`src/rtl/fetch_stage_pkg.sv`:
```
// Processor-wide instruction format constants and fetch FSM encoding.
// Shared by the fetch stage and its IF/ID register.
package fetch_stage_pkg;

  localparam int OPC_HI       = 15;
  localparam int OPC_LO       = 10;
  localparam int SRC_HI       = 9;
  localparam int SRC_LO       = 7;
  localparam int DST_HI       = 6;
  localparam int DST_LO       = 4;
  localparam int FUNC_HI      = 3;
  localparam int FUNC_LO      = 0;
  localparam int TWO_WORD_BIT = 5;

  localparam logic [5:0] NOP_OPC = 6'b0;

  typedef enum logic {
    FETCH     = 1'b0,
    FETCH_IMM = 1'b1
  } fetch_state_e;

  // The two-word marker is bit 5 of the opcode field.
  function automatic logic is_two_word(input logic [15:0] word);
    return word[OPC_LO + TWO_WORD_BIT];
  endfunction

endpackage

```
`src/rtl/fetch_stage_if_id_reg.sv`:
```
// IF/ID pipeline register: bubble clears it, hold freezes it, load captures
// a new instruction. Bubble wins over hold, and hold wins over load.
module if_id_reg
  import fetch_stage_pkg::*;
#(
  parameter int W  = 16,
  parameter int AW = 16
) (
  input  logic          clk,
  input  logic          rst,
  input  logic          load,
  input  logic          bubble,
  input  logic          hold,
  input  logic          vld_p0,
  input  logic [5:0]    opcode_p0,
  input  logic [2:0]    src_p0,
  input  logic [2:0]    dst_p0,
  input  logic [3:0]    func_p0,
  input  logic [W-1:0]  imm_p0,
  input  logic [AW-1:0] pc_next_p0,
  output logic          vld_p1,
  output logic [5:0]    opcode_p1,
  output logic [2:0]    src_p1,
  output logic [2:0]    dst_p1,
  output logic [3:0]    func_p1,
  output logic [W-1:0]  imm_p1,
  output logic [AW-1:0] pc_next_p1
);

  // p0 -> p1: IF/ID boundary
  always_ff @(posedge clk or negedge rst) begin
    if (!rst) begin
      vld_p1     <= 1'b0;
      opcode_p1  <= NOP_OPC;
      src_p1     <= '0;
      dst_p1     <= '0;
      func_p1    <= '0;
      imm_p1     <= '0;
      pc_next_p1 <= '0;
    end else if (bubble) begin
      vld_p1     <= 1'b0;
      opcode_p1  <= NOP_OPC;
      src_p1     <= '0;
      dst_p1     <= '0;
      func_p1    <= '0;
      imm_p1     <= '0;
      pc_next_p1 <= '0;
    end else if (!hold && load) begin
      vld_p1     <= vld_p0;
      opcode_p1  <= opcode_p0;
      src_p1     <= src_p0;
      dst_p1     <= dst_p0;
      func_p1    <= func_p0;
      imm_p1     <= imm_p0;
      pc_next_p1 <= pc_next_p0;
    end
  end

endmodule

```
`src/rtl/fetch_stage.sv`:
```
// Instruction fetch: PC, one/two-word assembly FSM and hold register,
// feeding the IF/ID register that drives decode.
module fetch_stage
  import fetch_stage_pkg::*;
#(
  parameter int              W        = 16,
  parameter int              AW       = 16,
  parameter logic [AW-1:0]   RESET_PC = '0
) (
  input  logic          clk,
  input  logic          rst,
  output logic [AW-1:0] imem_addr,
  input  logic [W-1:0]  imem_data,
  input  logic          stall,
  input  logic          flush,
  input  logic          redirect_en,
  input  logic [AW-1:0] redirect_pc,
  output logic          ifid_valid,
  output logic [5:0]    ifid_opcode,
  output logic [2:0]    ifid_src,
  output logic [2:0]    ifid_dst,
  output logic [3:0]    ifid_func,
  output logic [W-1:0]  ifid_imm,
  output logic [AW-1:0] ifid_pc_next
);

  function automatic logic [AW-1:0] pc_inc(input logic [AW-1:0] p);
    return p + AW'(1);
  endfunction

  logic [AW-1:0] pc_p0;
  fetch_state_e  state_p0;
  logic [W-1:0]  hold_p0;

  logic          load, bubble, hold_ifid;
  logic          vld_p0;
  logic [W-1:0]  word_p0;
  logic [W-1:0]  imm_p0;
  logic [AW-1:0] pc_next_p0;
  logic          first_two_word;

  assign imem_addr      = pc_p0;
  assign first_two_word = is_two_word(imem_data);

  assign word_p0    = (state_p0 == FETCH_IMM) ? hold_p0 : imem_data;
  assign imm_p0     = (state_p0 == FETCH_IMM) ? imem_data : '0;
  assign pc_next_p0 = pc_inc(pc_p0);
  assign vld_p0     = 1'b1;

  always_comb begin
    load      = 1'b0;
    bubble    = 1'b0;
    hold_ifid = 1'b0;
    if (redirect_en || flush) begin
      bubble = 1'b1;
    end else if (stall) begin
      hold_ifid = 1'b1;
    end else if (state_p0 == FETCH && first_two_word) begin
      bubble = 1'b1;
    end else begin
      load = 1'b1;
    end
  end

  always_ff @(posedge clk or negedge rst) begin
    if (!rst) begin
      pc_p0    <= RESET_PC;
      state_p0 <= FETCH;
      hold_p0  <= '0;
    end else if (redirect_en) begin
      pc_p0    <= redirect_pc;
      state_p0 <= FETCH;
      hold_p0  <= '0;
    end else if (!flush && !stall) begin
      pc_p0 <= pc_inc(pc_p0);
      case (state_p0)
        FETCH: begin
          if (first_two_word) begin
            hold_p0  <= imem_data;
            state_p0 <= FETCH_IMM;
          end
        end
        FETCH_IMM: state_p0 <= FETCH;
        default:   state_p0 <= FETCH;
      endcase
    end
  end

  if_id_reg #(.W(W), .AW(AW)) u_if_id (
    .clk        (clk),
    .rst        (rst),
    .load       (load),
    .bubble     (bubble),
    .hold       (hold_ifid),
    .vld_p0     (vld_p0),
    .opcode_p0  (word_p0[OPC_HI:OPC_LO]),
    .src_p0     (word_p0[SRC_HI:SRC_LO]),
    .dst_p0     (word_p0[DST_HI:DST_LO]),
    .func_p0    (word_p0[FUNC_HI:FUNC_LO]),
    .imm_p0     (imm_p0),
    .pc_next_p0 (pc_next_p0),
    .vld_p1     (ifid_valid),
    .opcode_p1  (ifid_opcode),
    .src_p1     (ifid_src),
    .dst_p1     (ifid_dst),
    .func_p1    (ifid_func),
    .imm_p1     (ifid_imm),
    .pc_next_p1 (ifid_pc_next)
  );

endmodule

```
`config.mk`:
```
export PLATFORM = sky130hd
export DESIGN_NAME = fetch_stage
export DESIGN_NICKNAME = d
export VERILOG_FILES = /design/src/rtl/fetch_stage_pkg.sv /design/src/rtl/fetch_stage_if_id_reg.sv /design/src/rtl/fetch_stage.sv
export SDC_FILE = /design/constraint.sdc
export NUM_CORES = 1
export LEC_CHECK = 0
export ABC_AREA = 1
export BUFFER_PORTS_ARGS = -buffer_cell sky130_fd_sc_hd__buf_2
export CAP_MARGIN = 20
export CORE_MARGIN = 2
export CORE_UTILIZATION = 45
export CTS_BUF_LIST = sky130_fd_sc_hd__clkbuf_2 sky130_fd_sc_hd__clkbuf_4 sky130_fd_sc_hd__clkbuf_8
export CTS_CLUSTER_DIAMETER = 200
export DETAILED_ROUTE_END_ITERATION = 10
export PLACE_DENSITY = 0.69
export SLEW_MARGIN = 20
export SYNTH_ARGS = -nofsm -noshare
export SYNTH_HDL_FRONTEND = slang
export SYNTH_HIERARCHICAL = 1
export SYNTH_SLANG_ARGS = --single-unit
export TNS_END_PERCENT = 30
```
`constraint.sdc`:
```
create_clock -name clk -period 2.5 [get_ports clk]
set_input_delay 0.5 -clock clk [delete_from_list [all_inputs] [get_ports clk]]
set_output_delay 0.5 -clock clk [all_outputs]
set_load 0.05 [all_outputs]
```
==> impl_results.md, run 1 <==
* Result of the run: finished clean
* Placed Instances at approximately 750
* Fin. Hold Viols at 0
* Layout cell share with drive strength beyond 1 at approximately a quarter
* GRT overflow at 0
* Postcts setup bufs at 0
* Setup TNS at 0 ns
* Via count at about 3900
* Post-detail-place hpwl at between 7 and 8 mm
* Synthesized area at between 4000 and 5000 sq um
* Finished Layout Cells at approximately 760
* Total routed wirelength at roughly 11 mm
* Static Leak at a little under 0.003 uW
* Layout net count at between 600 and 700
* Layout fillers at approximately 920
* Ys Warns at 6
* Die width at between 100 and 150 microns
* I/O pin count at a little over 100
* Setup Skew at around 0.0085 ns
* Hold slack at 0.1428 ns
* ANT cells at 0
* Iter 0 DRT Violations at approximately 170
* Synth cell types at 34
* Clock transition at path regs at about 0.09 ns
* Register area share after synthesis at ~46%
* Synth area leader: dfrtp_1
* Ys flop type: dfrtp_1
* Total power at 3022 uW
* Post-synth EDFFs at 0
* Largest net degree at the start of global routing at 90
* Reg2Reg Depth at 9
* Worst-Margin Slew at 0.5687 ns
* Syn_nets at just under 600
* Vias in the first global route at between 3000 and 4000
* Rel. slew slack at roughly 62%
* Placed cell area at between 4000 and 5000 sq um
* Min cycle time layout at around 1.8 ns
* Initial antenna violation count at 0
* CP Capture Type: flip-flop
* Clock tree buffer depth at 2
* Req. time, crit path at 2.74 ns
* Fmax achieved at approximately 0.55 GHz
* Area growth, synth to finish at 16.91%
* Synth async-reset ratio at 100.0%
* Cts hold-fix bufs at 0
* Gr usage total at about a fifth
* Detailed-route vias per instance at about 5
* Arr. time, crit path at slightly above 2 ns
* Register bit total from synthesis at 82
* H-tree depth at 3
* Setup Viol. Count Final at 0
* First-pass GRT wire length at 17.66 mm
* RSZ-0062 raised after global routing: false
* Num CTS Buffers at 9
* Skew-Pair Late Insertion Delay at around 0.35 ns
* Reg area at 2052 sq um
* Post-route DRC at 0
* First-pass DRT Iterations at 4
* Post-synthesis cell count at approximately 540
* Slew Viols, Final at 0
* Multi-input logic area at 1856 sq um
* Avg WL per Cell at around 14 microns
* CTS root buf: clkbuf_8
* MaxCap Viol Count at 0
* Synth top area share at 46.30%
* Commonest non-fill, non-tap cells in the layout: nand2_1 (143), buf_2 (100), dfrtp_1 (82)
* Post-route cell area at between 5000 and 6000 sq um
* Detail Route Antenna Nets at 0
* Commonest non-fill, non-tap cell in the layout: nand2_1
* Crit path max fanout at 49
* Routability cong. at around 0.86
* Clk sinks at slightly above 80
* Pwr Density at just under 600 nW/um^2
* Period utilization at 72.43%
* Die area at 10660 sq um
* Post-CTS Resized at 0
* Mapped Avg Cell Area at 8.177 sq um
* Rows at 36
* Chip Height at a little over 100 microns
* Number of buffers added on ports at 101
* Core area at ~9700 sq um
* Synth area leaders: dfrtp_1 (46%), nand2_1 (12%), nand4_1 (7.3%)
* Min-Delay Path Class: primary input to asynchronous set/reset pin
* TritonCTS clock tree: done
* Crit path kind: primary input to flip-flop
* CP Launch Type: primary input
* Worst VDD drop at ~0.25 mV
* Initial core utilization at between 40% and 50%
final cells by class:
class / instances / share of cell area, %
Clock buffer: 9 / 2.391
Inverter: 80 / 5.892
Multi-Input combinational cell: 345 / 35.81
Tap cell: 133 / 3.212
Clock inverter: 7 / 1.932
Sequential cell: 82 / 39.60
Timing Repair Buffer: 107 / 11.16
synth_stat cells, types with 3 or more instances:
library cell / n
nand2_1: 143
dfrtp_1: 82
inv_1: 73
nand4_1: 52
nand3_1: 49
o21ai_0: 20
buf_2: 19
o21ai_1: 11
nand3_2: 10
nor2_1: 9
o22ai_2: 8
o22ai_1: 7
buf_4: 6
nor2_2: 6
xor2_1: 6
buf_6: 5
inv_2: 5
clkbuf_1: 4
nand2_4: 4
nor2_4: 4
o211ai_1: 3
stage by stage:
step / setup WS, ns / util, %
2_1_floorplan: 0.6855 / -
6_report: 0.6893 / 53.50
4_1_cts: 0.7182 / 53.50
3_3_place_gp: 0.4050 / 51.19
3_5_place_dp: 0.3453 / 51.19
5_1_grt: 0.5466 / 53.50
where the power goes:
part	total, uW	internal, uW	switching [uW]	leakage (uW)
clock network	1090	574	516	0.000115
registers	1420	1370	52.1	0.00111
logic	510	133	377	0.00169
flip-flops by register name (all words and copies together) (netlist names):
register / cells
hold_p0: 16
imem_addr: 16
u_if_id/imm_p1: 16
u_if_id/pc_next_p1: 16
u_if_id/opcode_p1: 6
u_if_id/func_p1: 4
u_if_id/dst_p1: 3
u_if_id/src_p1: 3
state_p0: 1
u_if_id/vld_p1: 1
routing by layer:
metal | track usage (%) | routed length [microns]
met1 | 30.92 | 5168
met2 | 32.42 | 4803
met3 | 4.435 | 754
met4 | 5.364 | 70
met5 | 0 | 0
cell families (layout without fill, tap and decap cells):
| kind of cell | after synthesis | after routing | share of synthesized area [%] |
|---|---|---|---|
| other | 1 | 1 | 0.08462 |
| buffers and inverters | 115 | 203 | 12.00 |
| adder cells (fa/ha/maj) | 1 | 1 | 0.2823 |
| flip-flops | 82 | 82 | 46.30 |
| AO/OA/AOI/OAI | 55 | 55 | 8.498 |
| AND/OR/NAND/NOR | 282 | 282 | 31.65 |
| XOR/XNOR | 6 | 6 | 1.186 |
worst paths after layout:
check	end	from	slack, ns
worst min register to register	u_if_id/src_p1[2]	u_if_id/src_p1[2]	0.51
max in group asynchronous	imem_addr[15]	rst	1.74
worst min-delay path	u_if_id/imm_p1[11]	rst	0.14
worst max register to register	u_if_id/pc_next_p1[10]	imem_addr[0]	0.85
min in group clk	imem_addr[2]	redirect_pc[2]	0.37
worst max-delay path	u_if_id/pc_next_p1[12]	redirect_en	0.69
critical path, stage by stage:
cell and delay (ns):
buf_2 0.35, nor3b_1 0.12, inv_2 0.35, nand2_4 0.44, nand3_1 0.20, nand2_1 0.08
No activity file was read; power rests on OpenSTA's default activity.
==> run 2: changes to the inputs <==
==> constraint.sdc (replaced) <==
create_clock -name clk -period 1.9 [get_ports clk]
set_input_delay 0.38 -clock clk [delete_from_list [all_inputs] [get_ports clk]]
set_output_delay 0.38 -clock clk [all_outputs]
set_load 0.05 [all_outputs]
==> run 2 against run 1 <==
  * Critical path depth up 3
  * Cell area rose by 0.19%
  * Sequential share of layout area is 0.076 points lower
  * Die area is the same
  * Flip-flop and latch count stayed put
  * Total power grew 27%
  * Core utilization up 0.10 points
  * Sequential power rose by 32%
  * First-iteration DRC count down 9.6%
  * Routed wire length down 0.18%
  * Critical endpoint is now u_if_id/pc_next_p1[10]
  * Largest power group unchanged
==> impl_results.md, run 2 (synthesis results as in run 1) <==
* First-pass GRT wire length at about 17 mm
* Post-route cell area at between 5000 and 6000 sq um
* TritonCTS clock tree: done
* Layout net count at 667
* Min cycle time layout at approximately 1.7 ns
* Setup Skew at ~0.0075 ns
* Num CTS Buffers at 9
* Arr. time, crit path at around 1.9 ns
* Rel. slew slack at roughly 61%
* CTS root buf: clkbuf_8
* Clk sinks at 82
* Number of buffers added on ports at a little over 100
* Detail Route Antenna Nets at 0
* Fmax achieved at between 0.6 and 0.7 GHz
* Period utilization at 87.39%
* CP Launch Type: flip-flop
* Post-route DRC at 0
* MaxCap Viol Count at 0
* Iter 0 DRT Violations at ~150
* RR Endpoint: u_if_id/pc_next_p1[10]
* Setup TNS at 0 ns
* Metal-1 WL at 5.137 mm
* Commonest non-fill, non-tap cell in the layout: nand2_1
* Worst VDD drop at approximately 0.43 mV
* CP dominant cell by count: nand2_1
* H-tree depth at 3
* Metal2 WL at slightly below 5 mm
* Setup Viol. Count Final at 0
* Met3 WL post-DR at just under 600 microns
* Detailed-route vias per instance at 5.107
* Routability cong. at 0.8861
* Die area at 10660 sq um
* Via count at slightly below 4000
* Static Leak at 0.002923 uW
* Initial antenna violation count at 1
* Post-detail-place hpwl at about 7.5 mm
* RSZ-0062 raised after global routing: false
* Slew Viols, Final at 0
* Reg2reg setup slack at between 0.2 and 0.25 ns
* Gr usage total at about a fifth
* Vias in the first global route at between 3000 and 4000
* Initial core utilization at between 40% and 50%
* Skew-Pair Late Insertion Delay at between 0.3 and 0.4 ns
* CP Capture Type: flip-flop
* Die width at a little over 100 microns
* Worst-Margin Slew at a little under 0.6 ns
* Chip Height at approximately 100 microns
* I/O pin count at between 100 and 150
* Clock transition at path regs at 0.09 ns
* Largest net degree at the start of global routing at 63
* Layout cell share with drive strength beyond 1 at between 20% and 30%
* Critical path's slowest cell: dfrtp_1
* Placed cell area at roughly 5000 sq um
* Req. time, crit path at approximately 2.1 ns
* Hold slack at approximately 0.027 ns
* GRT overflow at 0
* Crit path max fanout at 6
* Post-CTS Resized at 0
* Total power at approximately 3800 uW
* Crit path cell chain: ha_1 -> nand2_1 -> nor2_2 -> nand2_1 -> nor2_1 -> nand2_1 -> and2_1 -> nand4_1 -> nand2_1
* Pwr Density at 736.6 nW/um^2
* Cts hold-fix bufs at 0
* First-pass DRT Iterations at 4
* Reg2Reg Depth at 9
* RR Startpoint: imem_addr[0]
* Top sig layer: met4
* Total routed wirelength at roughly 11 mm
* Avg WL per Cell at ~14 microns
* Postcts setup bufs at 0
* Commonest non-fill, non-tap cells in the layout: nand2_1 (143), buf_2 (100), dfrtp_1 (82)
* Worst stage delay on the critical path at approximately 0.46 ns
* Fin. Hold Viols at 0
* Core area at 9684 sq um
* Min-Delay Path Class: primary input to asynchronous set/reset pin
* Area growth, synth to finish at 17.14%
* Crit path kind: flip-flop to flip-flop
* Rows at 36
* Clock tree buffer depth at 2
* Result of the run: finished clean
-- run 2: cell types whose count changed in the layout (fill, tap and decap cells not counted), sizes merged --
| cell | before | now |
|---|---|---|
| bufinv | 2 | 1 |
| buf | 107 | 111 |
| inv | 82 | 80 |
| clkinvlp | 0 | 1 |
| clkinv | 3 | 5 |
| diode | 0 | 1 |
-- run 2: cell type report --
cell class	instances	area (sq um)
Inverter	80	305.3
Antenna cell	1	2.502
Clock buffer	9	123.9
Fill cell	938	4493
Tap cell	133	166.4
Timing Repair Buffer	111	608.1
Clock inverter	7	77.57
Sequential cell	82	2052
Multi-Input combinational cell	345	1856
-- run 2: worst max path at each step --
| stage | startpoint | endpoint | slack [ns] | cells past startpoint |
|---|---|---|---|---|
| final | imem_addr[0] | u_if_id/pc_next_p1[10] | 0.24 | 9 |
| after global routing | state_p0 | u_if_id/pc_next_p1[15] | 0.14 | 7 |
| after CTS | imem_addr[0] | u_if_id/pc_next_p1[10] | 0.25 | 9 |
| after detailed placement | imem_data[15] | u_if_id/imm_p1[1] | 0.19 | 7 |
| after global placement | imem_data[15] | u_if_id/pc_next_p1[12] | 0.23 | 7 |
| after floorplan | imem_addr[0] | u_if_id/pc_next_p1[10] | 0.09 | 9 |
-- run 2: worst max-delay path, delay by kind of cell, from the launching register on --
kind	cells	cell delay (ns)
fa+ha+maj	1	0.24
flops	1	0.46
simple gates	8	0.84
-- run 2: where the power goes --
part / total (uW) / switching (uW) / internal (uW) / leakage, uW
sequential: 1870 / 69.7 / 1800 / 0.00111
clock: 1280 / 662 / 616 / 0.0000998
combinational: 674 / 494 / 180 / 0.00171
-- run 2: per-layer routing --
layer / global-route usage, % / vias up
met1: 28.66 / 1869
met4: 6.275 / 0
li1: - / 1951
met5: 0 / -
met3: 4.704 / 13
met2: 32.47 / 89
-- run 2: stage by stage --
stage,util (%),instances,setup WS (ns)
4_1_cts,53.58,767,0.2460
2_1_floorplan,-,542,0.08552
3_5_place_dp,51.50,751,0.1865
6_report,53.60,768,0.2397
3_3_place_gp,51.50,751,0.2310
5_1_grt,53.60,768,0.1399
